<file path="config.mk">
export PLATFORM = sky130hd
export DESIGN_NAME = hdlc_rx_deframer
export DESIGN_NICKNAME = d
export VERILOG_FILES = /design/src/rtl/hdlc_rx_deframer.sv
export SDC_FILE = /design/constraint.sdc
export NUM_CORES = 1
export LEC_CHECK = 0
export BUFFER_PORTS_ARGS = -buffer_cell sky130_fd_sc_hd__buf_2
export CAP_MARGIN = 20
export CORE_UTILIZATION = 61
export DETAILED_ROUTE_END_ITERATION = 7
export PLACE_DENSITY = 0.83
export SLEW_MARGIN = 0
export SYNTH_ARGS = -nofsm -noshare
export SYNTH_HDL_FRONTEND = slang
export SYNTH_SLANG_ARGS = --single-unit
</file>
<file path="constraint.sdc">
create_clock -name clk -period 2.7 [get_ports clk]
set_input_delay 0.135 -clock clk [delete_from_list [all_inputs] [get_ports clk]]
set_output_delay 0.135 -clock clk [all_outputs]
set_load 0.02 [all_outputs]
</file>
<file path="src/rtl/hdlc_rx_deframer.sv">
// HDLC receive deframer: flag hunt, zero-unstuffing, abort detection and LSB-first octet assembly.
// Optional FCS (CRC-16/X.25) checking is compiled in with `define HDLCRX_FCS_CHECK_EN.
module hdlc_rx_deframer (
  input  logic       clk,
  input  logic       rst_n,
  input  logic       bit_valid,
  input  logic       bit_in,
  output logic       out_valid,
  output logic [7:0] out_data,
  output logic       out_sof,
  output logic       out_eof,
  output logic       out_err,
  output logic       out_abort,
  output logic       frame_active,
`ifdef HDLCRX_FCS_CHECK_EN
  output logic       fcs_ok,
`endif
  output logic [1:0] state_dbg
);

  // Handshake: bit_valid is a one-cycle strobe with no ready; out_valid/out_eof/out_abort
  // are one-cycle pulses the consumer must take on the cycle they appear (no backpressure).
  typedef enum logic [1:0] {
    HUNT = 2'd0,
    SYNC = 2'd1,
    DATA = 2'd2
  } state_t;

  state_t      state_q, state_d;
  logic [2:0]  ones_q, ones_d;
  logic [7:0]  acc_q, acc_d;
  logic [2:0]  bit_cnt_q, bit_cnt_d;
  logic [7:0]  byte_cnt_q, byte_cnt_d;

  logic        valid_d, sof_d, eof_d, err_d, abort_d;
  logic [7:0]  data_d;
  logic        aligned;

`ifdef HDLCRX_FCS_CHECK_EN
  logic [15:0] crc_q, crc_d;
  logic        fcs_d;
  logic        fcs_good;

  // Reflected CRC-16/X.25, one octet, data LSB first.
  function automatic logic [15:0] crc_byte(input logic [15:0] c, input logic [7:0] d);
    logic [15:0] r;
    r = c;
    for (int i = 0; i < 8; i++) begin
      if (r[0] ^ d[i]) r = (r >> 1) ^ 16'h8408;
      else             r = r >> 1;
    end
    return r;
  endfunction

  assign fcs_good = (crc_q == 16'hF0B8) && (byte_cnt_q >= 8'd3) && aligned;
`endif

  // The first seven flag bits were shifted in as data, so a clean frame ends at bit_cnt 7.
  assign aligned      = (bit_cnt_q == 3'd7);
  assign frame_active = (state_q == DATA);
  assign state_dbg    = state_q;

  always_comb begin
    state_d    = state_q;
    ones_d     = ones_q;
    acc_d      = acc_q;
    bit_cnt_d  = bit_cnt_q;
    byte_cnt_d = byte_cnt_q;
    valid_d    = 1'b0;
    sof_d      = 1'b0;
    eof_d      = 1'b0;
    err_d      = 1'b0;
    abort_d    = 1'b0;
    data_d     = out_data;
`ifdef HDLCRX_FCS_CHECK_EN
    crc_d      = crc_q;
    fcs_d      = 1'b0;
`endif
    if (bit_valid) begin
      if (bit_in) ones_d = (ones_q == 3'd7) ? 3'd7 : ones_q + 3'd1;
      else        ones_d = 3'd0;

      if (bit_in && (ones_q >= 3'd6)) begin
        abort_d = (state_q == DATA);
        state_d = HUNT;
      end else if (!bit_in && (ones_q == 3'd6)) begin
        if ((state_q == DATA) && (byte_cnt_q != 8'd0)) begin
          eof_d = 1'b1;
`ifdef HDLCRX_FCS_CHECK_EN
          fcs_d = fcs_good;
          err_d = !aligned || !fcs_good;
`else
          err_d = !aligned;
`endif
        end
        state_d    = SYNC;
        acc_d      = 8'd0;
        bit_cnt_d  = 3'd0;
        byte_cnt_d = 8'd0;
`ifdef HDLCRX_FCS_CHECK_EN
        crc_d      = 16'hFFFF;
`endif
      end else if (!bit_in && (ones_q == 3'd5)) begin
        state_d = state_q;  // stuffed zero: dropped
      end else if (state_q != HUNT) begin
        acc_d     = {bit_in, acc_q[7:1]};
        bit_cnt_d = bit_cnt_q + 3'd1;
        if (bit_cnt_q == 3'd7) begin
          valid_d    = 1'b1;
          data_d     = acc_d;
          sof_d      = (byte_cnt_q == 8'd0);
          byte_cnt_d = (byte_cnt_q == 8'hFF) ? 8'hFF : byte_cnt_q + 8'd1;
          if (state_q == SYNC) state_d = DATA;
`ifdef HDLCRX_FCS_CHECK_EN
          crc_d = crc_byte(crc_q, acc_d);
`endif
        end
      end
    end
  end

  always_ff @(posedge clk or negedge rst_n) begin
    if (!rst_n) begin
      state_q    <= HUNT;
      ones_q     <= 3'd0;
      acc_q      <= 8'd0;
      bit_cnt_q  <= 3'd0;
      byte_cnt_q <= 8'd0;
      out_valid  <= 1'b0;
      out_data   <= 8'd0;
      out_sof    <= 1'b0;
      out_eof    <= 1'b0;
      out_err    <= 1'b0;
      out_abort  <= 1'b0;
`ifdef HDLCRX_FCS_CHECK_EN
      crc_q      <= 16'hFFFF;
      fcs_ok     <= 1'b0;
`endif
    end else begin
      state_q    <= state_d;
      ones_q     <= ones_d;
      acc_q      <= acc_d;
      bit_cnt_q  <= bit_cnt_d;
      byte_cnt_q <= byte_cnt_d;
      out_valid  <= valid_d;
      out_data   <= data_d;
      out_sof    <= sof_d;
      out_eof    <= eof_d;
      out_err    <= err_d;
      out_abort  <= abort_d;
`ifdef HDLCRX_FCS_CHECK_EN
      crc_q      <= crc_d;
      fcs_ok     <= fcs_d;
`endif
    end
  end

endmodule

</file>
== After elaboration in Yosys (flattened, before gate mapping) ==
Cells that the tools add are included.

* Register bits after elaboration: 37
* Logic and storage cells: 86
* Bits of input ports: 4
* Output and inout bits: 16

* Reduce and logical (&&, ||, !) cells: 18
* Eq/ne operators: 9
* Bitwise logic cells: 3
* Add/subtract/negate cells: 3
* Muxes and demuxes: 41
* Order comparisons: 1

{| class="wikitable"
|+ Operator list
! cell !! number
|-
| 8-bit two-way mux || 8
|-
| 1-bit two-way mux || 22
|-
| 3-bit two-way mux || 5
|-
| 3-bit == test, second input constant || 4
|-
| 2-bit two-way mux || 6
|-
| 5-bit AND reduction || 2
|-
| 3-bit nonzero test || 3
|-
| 8-bit by 1-bit adder with 8-bit output, second input constant || 1
|-
| 8-bit == test, second input constant || 1
|-
| 8-bit zero test || 1
|-
| 8-bit nonzero test || 1
|-
| 3-bit by 1-bit adder with 3-bit output, second input constant || 2
|-
| 6-bit AND reduction || 1
|-
| 2-bit nonzero test || 3
|-
| 1-bit logical AND || 4
|-
| 4-bit AND reduction || 1
|-
| 3-bit greater-or-equal comparator, second input constant || 1
|-
| 3-bit inequality test, second input constant || 1
|-
| 1-bit NOT || 3
|-
| 2-bit by 1-bit == test with 1-bit output, second input constant || 1
|-
| 2-bit == test, second input constant || 1
|-
| 1-bit zero test || 2
|-
| 2-bit inequality test, second input constant || 1
|}

== Logic depth before layout (Yosys ltp) ==
Gate-level depths: netlist of run 1.

* Depth in word-level cells: 7
* Gate-level depth with buffers: 7
* Depth with buffers taken out: 6

== Worst setup path before layout of run 1 ==
No wires, ideal clock.

* Path kind: reg-to-reg
* Start point: register bit_cnt_q[0]
* End point: register out_data[0]
* Cell stages (with the launch flop): 8
* Library setup time: 125 ps
* Arrival time: 1680 ps
* Path buffers: 1
* Slack: 895 ps
* Cell sequence: dfrtp_1 > ha_1 > ha_1 > o21a_1 > o311ai_4 > nor2_4 > buf_6 > mux2_2

* Longest elaborated chain between the ends: 2

{| class="wikitable"
|+ RTL lines
! what !! RTL line !! RTL
|-
| from (decl) || 32 || <nowiki>logic [2:0] bit_cnt_q, bit_cnt_d;</nowiki>
|-
| from (signal assigned) || 143 || <nowiki>bit_cnt_q <= bit_cnt_d;</nowiki>
|-
| 3-bit == test || 108 || <nowiki>if (bit_cnt_q == 3'd7) begin</nowiki>
|-
| 6-bit AND reduction (no source line) || n/a ||
|-
| to (signal assigned) || 146 || <nowiki>out_data <= data_d;</nowiki>
|-
| to (decl) || 9 || <nowiki>output logic [7:0] out_data,</nowiki>
|}

No other way between the ends.
A chain may end at the register's enable or synchronous reset.

== Worst setup path after layout of run 1 ==
* Start point: register ones_q[0]
* End point: register acc_q[5]

* Longest elaborated chain between the ends: 4
* Elaborated cells between the ends (all ways): 11
* Classes of those cells: 1 x order compare; 3 x eq/ne; 1 x mux; 1 x bitwise; 5 x reduce/logical

{| class="wikitable"
|+ RTL lines
! what !! RTL line !! RTL
|-
| from (decl) || 30 || <nowiki>logic [2:0] ones_q, ones_d;</nowiki>
|-
| from (signal assigned) || 141 || <nowiki>ones_q <= ones_d;</nowiki>
|-
| 3-bit greater-or-equal comparator (tied with other cells) || 83 || <nowiki>if (bit_in && (ones_q >= 3'd6)) begin</nowiki>
|-
| 1-bit logical AND (on tied branches) || 83, 103, 86 ||
|-
| 1-bit NOT (no source line) (tied with other cells) || n/a ||
|-
| 4-bit AND reduction (no source line) || n/a ||
|-
| to (signal assigned) || 126 || <nowiki>acc_q <= 8'd0;</nowiki>
|-
| to (signal assigned) || 142 || <nowiki>acc_q <= acc_d;</nowiki>
|-
| to (decl) || 31 || <nowiki>logic [7:0] acc_q, acc_d;</nowiki>
|}

Several ways; a longest one is shown, not always the timed one.

==> results of run 1 <==
==> worst min-delay path: stages <==
cell and delay [ns]:
buf_2 0.17, nand3_1 0.08, o21ai_0 0.08
==> layout by cell type, fill, tap and decap left out, types with 2 or more instances in the layout <==
cell and instances:
nor4b_1 2, o22a_1 2, nand2_1 14, buf_2 19
nand3_1 6, inv_1 11, ha_1 7, a221o_1 3
clkbuf_4 5, mux2_2 11, o21ai_0 6, a22o_2 2
nor2_1 8, mux2i_1 5, nor3_1 7, nor2b_1 4
a21oi_1 2, dfrtp_1 36, nor4_1 2
==> final cells by class <==
class	count	area (um2)	share of cell area (%)
clock inverter	2	35.0	1.78
timing repair buffer	20	105	5.35
inverter	12	45.0	2.29
tap	31	38.8	1.97
sequential	36	901	45.9
multi-input combinational	106	798	40.6
clock buffer	6	41.3	2.10
==> cells by family (layout without fill, tap and decap cells) <==
group	count (synthesis)	in the layout
AND/OR/NAND/NOR	55	55
flip-flops	36	36
AO/OA/AOI/OAI	28	28
buffers and inverters	17	40
multiplexers	16	16
adder cells (fa/ha/maj)	7	7
==> metrics by stage <==
stage | setup WS, ns | cells | total power [mW] | cell area [um2] | hold slack [ns]
global route | 0.416 | 213 | 1.91 | 1960 | 0.182
detailed placement | 0.556 | 204 | 1.43 | 1880 | 0.261
CTS | 0.538 | 213 | 1.80 | 1960 | 0.151
floorplan | 0.895 | 159 | 1.25 | 1780 | -0.161
global placement | 0.663 | 204 | 1.38 | 1880 | 0.247
finish | 0.526 | 213 | 1.79 | 1960 | 0.169
==> timing repair <==
item	CTS	global route
hold buffers	1	0
endpoints found under the setup margin	0	0
endpoints found under the hold margin	36	0
==> metal layers <==
metal	track usage, %	wire length [um]
met1	32.6	1520
met2	39.9	1720
met3	9.07	135
met4	7.67	39
met5	0	0
==> flip-flops by register name, summed over array words and instances, names as in the netlist, 2 cells and up <==
| signal | flops |
|---|---|
| byte_cnt_q | 8 |
| ones_q | 3 |
| acc_q | 7 |
| state_dbg | 2 |
| bit_cnt_q | 3 |
| out_data | 8 |
==> power by group through the flow <==
stage | clock network (mW) | logic (mW) | registers, mW
floorplan | 0 | 0.373 | 0.872
global route | 0.406 | 0.677 | 0.827
detailed placement | 0 | 0.606 | 0.821
finish | 0.377 | 0.606 | 0.808
global placement | 0 | 0.575 | 0.807
CTS | 0.383 | 0.610 | 0.809
==> worst max-delay path by stage <==
stage                        to  slack [ns]         start
finish                 acc_q[5]        0.53     ones_q[0]
global route        out_data[2]        0.42  bit_cnt_q[0]
CTS                    acc_q[5]        0.54     ones_q[0]
detailed placement     acc_q[5]        0.56     ones_q[0]
global placement    out_data[3]        0.66  bit_cnt_q[0]
floorplan           out_data[0]        0.89  bit_cnt_q[0]
==> impl_metrics.csv, run 1 <==
group,metric,value,unit
run_status,outcome,"finished, final reports clean",
detailed_routing,drt-total-wl,3.41,mm
timing,slew_violations,0,
layout,antennaDiodeCount,0,
logic_synthesis,ys_ff_latch,36,
critical_path,path_cells,"inv_1 -> ha_1 -> nand3b_2 -> o21ai_1 -> and3_1 -> mux2_2",
global_route,grt_max_degree,37,
critical_path,crit_fanout,10,
critical_path,rr_worst_depth,6,
detailed_routing,num_vias,1310,
global_route,grt.overflow.total,0,
timing,final-setup-viol-count,0,
layout,postLayoutCoreUtil,71.2,%
logic_synthesis,synth_top_family_by_area,"simple AND/OR/NAND/NOR gates",
detailed_routing,postRouteAntennaNets,0,
layout,syn_to_final_growth,10.6,%
clocking,clk-insertion-delay-late,0.35,ns
die,rows,19,
layout,fillCellCount,200,
power_and_ir_drop,power.density,911,nW/um2
logic_synthesis,synth_area_leaders,"dfrtp_1, mux2_2, ha_1",
detailed_routing,post_drt_via_cell_ratio,6.15,
critical_path,crit_family,"simple AND/OR/NAND/NOR gates",
logic_synthesis,synth_compound_gate_area_share,13.2,%
power_and_ir_drop,p_sw_share,35.2,%
timing,worst_slew_pin_slew,0.797,ns
die,dieArea,3130,um2
power_and_ir_drop,clkPwrFrac,21.0,%
critical_path,cp.arrival,2.41,ns
power_and_ir_drop,comb_power_share,33.8,%
critical_path,r2r_slack,0.53,ns
logic_synthesis,muxShareOfSynthArea,9.80,%
timing,relSlewSlack,46.9,%
logic_synthesis,synth_edf_count,0,
die,core_area,2760,um2
global_route,grt_pass1_vias,1270,
global_route,grt_first_pass_wirelength,5.93,mm
critical_path,required,2.94,ns
placement,gp_congestion,0.909,
timing,finalSetupTns,0,ns
logic_synthesis,synth_nets,170,
critical_path,crit_path_start_kind,"flop",
critical_path,worstReg2RegStart,"ones_q[0]",
logic_synthesis,yosysTopAreaCell,"dfrtp_1",
clocking,clkTransAtPathRegs,0.10,ns
power_and_ir_drop,switchingPower,0.630,mW
layout,drive_above_1_share,28.0,%
logic_synthesis,synth-xor-area-share,0,%
logic_synthesis,synth_most_common_cell,"dfrtp_1",
placement,dp_hpwl,2.35,mm
logic_synthesis,avgSynthCellArea,11.2,um2
critical_path,cpPeakStageDelay,0.52,ns
logic_synthesis,syn_inst,159,
critical_path,path_depth,6,
power_and_ir_drop,seqPwrFrac,45.1,%
timing,finalHoldViolations,0,
critical_path,endpoint_kind,"flop",
clocking,clk_path_buf_depth,2,
power_and_ir_drop,ir_drop,0.854,mV
worst_hold_path,min_path_type,"input pin to flop",
detailed_routing,first_iter_violations,64,
critical_path,slowest_stage,"and3_1",
power_and_ir_drop,p_int,1.16,mW
detailed_routing,wl_per_cell,16.0,um
clocking,post_cts_resized,0,
logic_synthesis,synth_top_area_share,50.7,%
layout,nets,192,
worst_hold_path,whs_endpoint,"ones_q[1]",
die,initial_utilization,64.4,%
timing,timing.fmax,460,MHz
logic_synthesis,ys.flop_type,"dfrtp_1",
logic_synthesis,synth-warning-count,0,
logic_synthesis,yosys-top-cells-count,"dfrtp_1, nand2_1, inv_1, mux2_2, nor2_1",
job,cap_violations,0,
timing,finClkSkew,0.0128,ns
timing,min_period,2.17,ns
detailed_routing,remaining_drc_errors,0,
worst_hold_path,hold_path_startpoint,"bit_in",
die,die_w,56.0,um
timing,fin_crit_sh,80.5,%
critical_path,critPathBufInv,1,
clocking,cts-htree-levels,2,
die,die_y,56.0,um
detailed_routing,drtPass1Iterations,4,
logic_synthesis,synthAdderAreaFrac,4.93,%
clocking,cts_sinks,36,
logic_synthesis,netlist_area,1780,um2
clocking,root_buffer,"clkbuf_4",
global_route,antenna_found_initial,0,
worst_hold_path,min_path_cells,3,
clocking,cts_setup_buffers,0,
clocking,cts_inserted_buffers,5,
critical_path,r2r_end,"acc_q[5]",
logic_synthesis,synth_simple_gate_area_share,17.0,%
power_and_ir_drop,p_leak,0.949,nW
logic_synthesis,ys_seq_area_share,50.7,%
logic_synthesis,ys_types,47,
placement,io_buffers,19,
critical_path,critPathKind,"flop to flop",
logic_synthesis,async_flop_share,100,%
clocking,cts_tree,"yes",
die,io_pins,20,
global_route,gr-usage-all-layers,25.1,%
timing,rsz0062_at_grt,"no",
Power figures use the tool's default switching activity.
==> run 2: changes to the inputs <==
--- a/config.mk
+++ b/config.mk
@@ -5,11 +5,12 @@
 export SDC_FILE = /design/constraint.sdc
 export NUM_CORES = 1
 export LEC_CHECK = 0
+export ABC_AREA = 1
 export BUFFER_PORTS_ARGS = -buffer_cell sky130_fd_sc_hd__buf_2
 export CAP_MARGIN = 20
-export CORE_UTILIZATION = 61
+export CORE_UTILIZATION = 52
 export DETAILED_ROUTE_END_ITERATION = 7
-export PLACE_DENSITY = 0.83
+export PLACE_DENSITY = 0.75
 export SLEW_MARGIN = 0
 export SYNTH_ARGS = -nofsm -noshare
 export SYNTH_HDL_FRONTEND = slang
==> constraint.sdc (replaced) <==
create_clock -name clk -period 1.9 [get_ports clk]
set_input_delay 0.095 -clock clk [delete_from_list [all_inputs] [get_ports clk]]
set_output_delay 0.095 -clock clk [all_outputs]
set_load 0.02 [all_outputs]
==> run 2 against run 1 <==
  * Non-clock buffer count up 1
  * Utilization down 10 points
  * Via count up 11%
  * Register-to-register slack worse by 0.23 ns
  * Clock skew down 0.0021 ns
  * Largest cell class unchanged
  * Largest power group unchanged
  * Highest routed layer unchanged
==> impl_metrics.csv, run 2 <==
group,metric,value,unit
run_status,outcome,"finished, final reports clean",
logic_synthesis,yosys-top-cells-count,"nand2_1, dfrtp_1, inv_1",
logic_synthesis,ys_ff_latch,36,
placement,dp_hpwl,2.42,mm
logic_synthesis,yosysTopAreaCell,"dfrtp_1",
critical_path,crit_fanout,15,
die,initial_utilization,54.9,%
logic_synthesis,synth-warning-count,0,
layout,syn_to_final_growth,11.0,%
power_and_ir_drop,power.density,1180,nW/um2
power_and_ir_drop,seqPwrFrac,46.3,%
clocking,cts_setup_buffers,0,
layout,layout_commonest_cell,"nand2_1",
logic_synthesis,ys_types,24,
placement,io_buffers,19,
layout,fillCellCount,337,
timing,fin_crit_sh,84.2,%
detailed_routing,drtPass1Iterations,4,
job,cap_violations,0,
detailed_routing,drt-total-wl,3.49,mm
timing,finalHoldViolations,0,
global_route,grt_first_pass_wirelength,5.84,mm
timing,min_period,1.60,ns
timing,finClkSkew,0.0107,ns
clocking,cts_inserted_buffers,5,
global_route,grt_pass1_vias,1329,
timing,timing.fmax,625,MHz
power_and_ir_drop,p_int,1.52,mW
critical_path,required,2.13,ns
power_and_ir_drop,comb_power_share,31.7,%
clocking,hold_buffers,1,
layout,antennaDiodeCount,0,
placement,gp_congestion,0.805,
layout,nets,257,
logic_synthesis,async_flop_share,100,%
timing,relSlewSlack,49.0,%
power_and_ir_drop,p_sw_share,37.4,%
logic_synthesis,ys.flop_type,"dfrtp_1",
logic_synthesis,synth_edf_count,0,
detailed_routing,post_drt_via_cell_ratio,4.97,
die,io_pins,20,
critical_path,crit_path_start_kind,"flop",
clocking,post_cts_resized,0,
logic_synthesis,avgSynthCellArea,8.24,um2
timing,rsz0062_at_grt,"no",
die,rows,21,
power_and_ir_drop,p_leak,1.12,nW
logic_synthesis,synth_most_common_cell,"nand2_1",
clocking,cts_sinks,36,
worst_hold_path,min_path_type,"input pin to flop",
critical_path,endpoint_kind,"flop",
logic_synthesis,netlist_area,1850,um2
layout,postLayoutCoreUtil,60.9,%
layout,top_regs,"byte_cnt_q: 8 flops, out_data: 8 flops, acc_q: 7 flops",
layout,final_cell_mix,"nand2_1, dfrtp_1, buf_2",
timing,hold_slack,0.0569,ns
timing,finalSetupTns,0,ns
logic_synthesis,synth_top_area_share,48.8,%
global_route,gr-usage-all-layers,21.7,%
global_route,antenna_found_initial,0,
power_and_ir_drop,clkPwrFrac,22.0,%
clocking,cts-htree-levels,2,
global_route,grt.overflow.total,0,
timing,worst_slew_pin_slew,0.765,ns
timing,slew_violations,0,
detailed_routing,num_vias,1455,
clocking,clkTransAtPathRegs,0.10,ns
layout,final_cell_count_no_fill,293,
placement,dp.cells,284,
detailed_routing,first_iter_violations,132,
die,die_y,61.6,um
clocking,clk_path_buf_depth,2,
critical_path,cp.arrival,1.83,ns
logic_synthesis,ys_seq_area_share,48.8,%
die,core_area,3360,um2
layout,drive_above_1_share,15.8,%
logic_synthesis,syn_inst,224,
clocking,cts_tree,"yes",
power_and_ir_drop,finalPower,2.42,mW
clocking,clk-insertion-delay-late,0.34,ns
die,dieArea,3790,um2
detailed_routing,remaining_drc_errors,0,
critical_path,critPathKind,"flop to flop",
power_and_ir_drop,switchingPower,0.904,mW
detailed_routing,wl_per_cell,11.9,um
timing,final-setup-viol-count,0,
detailed_routing,postRouteAntennaNets,0,
die,die_w,61.6,um
global_route,grt_max_degree,37,
logic_synthesis,synth_area_leaders,"dfrtp_1, nand2_1, ha_1",
logic_synthesis,synth_nets,235,
power_and_ir_drop,ir_drop,0.691,mV
clocking,root_buffer,"clkbuf_4",
## run 2: cell count changes after synthesis, sizes merged, moves of 5 or more
cell,delta
nor3,-5
mux2i,-5
nand2,+81
inv,+8
mux2,-11
nand3,+11
nand4,+10
nor2,+7
## run 2: area by class of cell
| type | instances | area, um2 | area share [%] |
|---|---|---|---|
| Multi-Input combinational cell | 162 | 827 | 40.4 |
| Clock buffer | 6 | 41.3 | 2.01 |
| Clock inverter | 2 | 35.0 | 1.71 |
| Timing Repair Buffer | 21 | 113 | 5.49 |
| Sequential cell | 36 | 901 | 44.0 |
| Tap cell | 46 | 57.6 | 2.81 |
| Inverter | 20 | 75.1 | 3.66 |
## run 2: kinds of logic (layout without fill, tap and decap cells)
kind of cell / after synthesis / in the layout / synth area share, %
and+or+nand+nor: 142 / 142 / 36.0
DFF: 36 / 36 / 48.8
buffers and inverters: 26 / 49 / 6.44
AOI/OAI and AO/OA: 13 / 13 / 4.06
adders and majority gates: 7 / 7 / 4.74
## run 2: final timing paths
kind / startpoint / endpoint / slack, ns / cells after the start
setup / recovery: ones_q[0] / acc_q[5] / 0.30 / 7
hold / removal: bit_in / out_data[7] / 0.06 / 3
setup reg to reg: ones_q[0] / acc_q[5] / 0.30 / 7
hold reg to reg: out_data[1] / out_data[1] / 0.47 / 2
max in group asynchronous: rst_n / out_data[4] / 1.04 / 2
min in group asynchronous: rst_n / byte_cnt_q[2] / 0.36 / 2
## run 2: through the flow
stage          cell area [um2]  worst slack [ns]
6_report                  2050             0.300
5_1_grt                   2050             0.148
4_1_cts                   2050             0.300
3_5_place_dp              1960             0.313
3_3_place_gp              1960             0.348
2_1_floorplan             1850             0.511
## run 2: critical path: stages (launching register included)
cell     delay, ns
dfrtp_1       0.42
inv_1         0.11
ha_1          0.20
nand3_4       0.21
o21ai_1       0.21
nand2_2       0.18
nand2_1       0.11
nand2_1       0.06
## run 2: power by group through the flow
stage,Combinational (mW),Clock (mW),Sequential (mW)
floorplan,0.469,0,1.20
global placement,0.761,0,1.13
detailed placement,0.775,0,1.13
CTS,0.779,0.542,1.12
global route,0.889,0.575,1.15
finish,0.768,0.532,1.12
## run 2: metal layers
metal,track usage [%],vias up,wire length [um]
li1,-,760,-
met1,27.7,674,1710
met2,35.5,16,1650
met3,5.04,5,83
met4,8.57,0,44
met5,0,-,0
==> run 3: changes to the inputs <==
--- a/config.mk
+++ b/config.mk
@@ -8,9 +8,9 @@
 export ABC_AREA = 1
 export BUFFER_PORTS_ARGS = -buffer_cell sky130_fd_sc_hd__buf_2
 export CAP_MARGIN = 20
-export CORE_UTILIZATION = 52
+export CORE_UTILIZATION = 57
 export DETAILED_ROUTE_END_ITERATION = 7
-export PLACE_DENSITY = 0.75
+export PLACE_DENSITY = 0.78
 export SLEW_MARGIN = 0
 export SYNTH_ARGS = -nofsm -noshare
 export SYNTH_HDL_FRONTEND = slang
==> constraint.sdc (replaced) <==
create_clock -name clk -period 1.6 [get_ports clk]
set_input_delay 0.08 -clock clk [delete_from_list [all_inputs] [get_ports clk]]
set_output_delay 0.08 -clock clk [all_outputs]
set_load 0.02 [all_outputs]
==> run 3 against run 2 <==
  * Wire length up 2.5%
  * Register-to-register slack worse by 0.23 ns
  * Sequential power grew 18%
  * Final area up 3.7%
  * Total power rose by 22%
  * Critical path depth rose by 1
  * Via count is 7.2% higher
  * Worst setup slack got worse by 0.23 ns
  * Global-route usage is 0.24 points higher
  * Combinational power grew 27%
  * Sequential share of layout area decreased by 1.6 points
  * Clock power grew 22%
  * Critical path type unchanged
  * Largest cell class unchanged
==> impl_metrics.csv, run 3 (synthesis gave the netlist of run 2 again) <==
group,metric,value,unit
run_status,outcome,"finished, final reports clean",
critical_path,endpoint_kind,"flop",
placement,dp_hpwl,2.36,mm
critical_path,path_cells,"ha_2 -> ha_2 -> inv_2 -> nor2_4 -> nand3_4 -> nor2_4 -> nand2_1 -> nand2_1",
clocking,cts-htree-levels,2,
timing,min_period,1.53,ns
worst_hold_path,min_path_type,"input pin to flop",
global_route,grt_max_degree,37,
placement,postPlaceCellArea,1980,um2
detailed_routing,num_vias,1560,
die,core_area,3050,um2
clocking,clk-insertion-delay-late,0.35,ns
critical_path,critPathKind,"flop to flop",
detailed_routing,postRouteAntennaNets,0,
detailed_routing,first_iter_violations,83,
timing,hold_slack,0.0347,ns
detailed_routing,drtPass1Iterations,4,
die,rows,20,
detailed_routing,drt-total-wl,3.57,mm
layout,layout_commonest_cell,"nand2_1",
layout,design_area,2130,um2
layout,multiInputGateArea,862,um2
critical_path,crit_family,"simple AND/OR/NAND/NOR gates",
clocking,cts_sinks,36,
timing,finClkSkew,0.00972,ns
worst_hold_path,whs_endpoint,"acc_q[7]",
timing,worst_slew_pin_slew,0.442,ns
placement,io_buffers,19,
global_route,grt_pass1_vias,1285,
power_and_ir_drop,p_leak,1.14,nW
critical_path,r2r_slack,0.07,ns
worst_hold_path,min_path_cells,3,
power_and_ir_drop,power.density,1390,nW/um2
die,die_w,58.9,um
critical_path,slowest_stage,"dfrtp_1",
critical_path,worstReg2RegStart,"bit_cnt_q[0]",
layout,fillCellCount,268,
layout,nets,265,
timing,final-setup-viol-count,0,
critical_path,cpPeakStageDelay,0.40,ns
worst_hold_path,hold_path_startpoint,"bit_in",
timing,timing.fmax,656,MHz
die,dieArea,3470,um2
global_route,antenna_found_initial,0,
placement,dp.cells,284,
critical_path,rr_worst_depth,8,
critical_path,required,1.89,ns
layout,final_cell_mix,"nand2_1, dfrtp_1, buf_2",
layout,syn_to_final_growth,15.1,%
detailed_routing,wl_per_cell,11.9,um
timing,relSlewSlack,70.6,%
critical_path,critPathBufInv,1,
timing,fin_crit_sh,95.3,%
timing,slew_violations,0,
clocking,clk_path_buf_depth,2,
die,initial_utilization,60.5,%
clocking,cts_inserted_buffers,5,
die,io_pins,20,
layout,seq_area,901,um2
clocking,clkTransAtPathRegs,0.12,ns
global_route,grt_first_pass_wirelength,5.49,mm
placement,gp_congestion,0.835,
job,cap_violations,0,
die,die_y,58.9,um
layout,antennaDiodeCount,0,
layout,final_cell_count_no_fill,299,
critical_path,crit_fanout,8,
detailed_routing,remaining_drc_errors,0,
timing,finalHoldViolations,0,
critical_path,crit_path_start_kind,"flop",
global_route,gr-usage-all-layers,21.9,%
critical_path,cp.arrival,1.82,ns
global_route,grt.overflow.total,0,
power_and_ir_drop,finalPower,2.94,mW
detailed_routing,post_drt_via_cell_ratio,5.22,
critical_path,r2r_end,"out_data[5]",
clocking,cts_tree,"yes",
critical_path,startpoint,"bit_cnt_q[0]",
layout,drive_above_1_share,20.0,%
clocking,root_buffer,"clkbuf_4",
power_and_ir_drop,ir_drop,0.977,mV
layout,top_regs,"byte_cnt_q: 8 flops, out_data: 8 flops, acc_q: 7 flops",
[run 3: cell types whose count changed in the layout (fill, tap and decap cells not counted), sizes merged]
| cell | delta |
|---|---|
| buf | +5 |
| nor2 | +2 |
| clkinvlp | +1 |
| nand2 | +1 |
| clkbuf | -1 |
[run 3: worst register-to-register path, cell delays in order, from the launching register on]
cell	delay [ns]
dfrtp_1	0.40
ha_2	0.19
ha_2	0.18
inv_2	0.06
nor2_4	0.14
nand3_4	0.15
nor2_4	0.22
nand2_1	0.07
nand2_1	0.06
[run 3: where the power goes]
part	total (mW)	switching (mW)	internal [mW]
registers	1.32	0.178	1.14
clock network	0.648	0.322	0.326
logic	0.974	0.622	0.353
total	2.94	1.12	1.82
[run 3: worst max-delay path by stage]
| stage | slack, ns | end | depth (start not counted) |
|---|---|---|---|
| after floorplan | 0.21 | out_data[4] | 9 |
| after global placement | 0.09 | acc_q[2] | 7 |
| after detailed placement | 0.04 | acc_q[3] | 7 |
| after CTS | 0.03 | acc_q[3] | 7 |
| after global routing | -0.004 | byte_cnt_q[7] | 8 |
| final | 0.07 | out_data[5] | 8 |
[run 3: cell type report]
class	count	share of cell area [%]
Timing Repair Buffer	26	7.06
Multi-Input combinational cell	165	40.6
Clock buffer	5	1.77
Clock inverter	3	2.00
Tap cell	44	2.59
Sequential cell	36	42.4
Inverter	20	3.65
[run 3: per-layer routing]
metal  global-route usage (%)  part of all wire [%]  routed length [um]
met1                     28.3                    47                1680
met2                     34.6                    46                1650
met3                     7.25                   4.9                 174
met4                     7.48                   1.9                  67
met5                        0                     0                   0
[run 3: what timing repair did]
item | CTS | global route
resized for setup | 0 | 6
hold buffers | 1 | 0
hold endpoints to repair | 36 | 0
buffers inserted | 0 | 3
setup endpoints to repair | 0 | 26
[run 3: through the flow]
step / setup TNS [ns] / setup WS, ns / utilization (%)
5_1_grt: -0.00575 / -0.00448 / 69.6
3_5_place_dp: 0 / 0.0362 / 64.7
2_1_floorplan: 0 / 0.211 / -
6_report: 0 / 0.0747 / 69.6
3_3_place_gp: 0 / 0.0916 / 64.7
4_1_cts: 0 / 0.0316 / 67.7
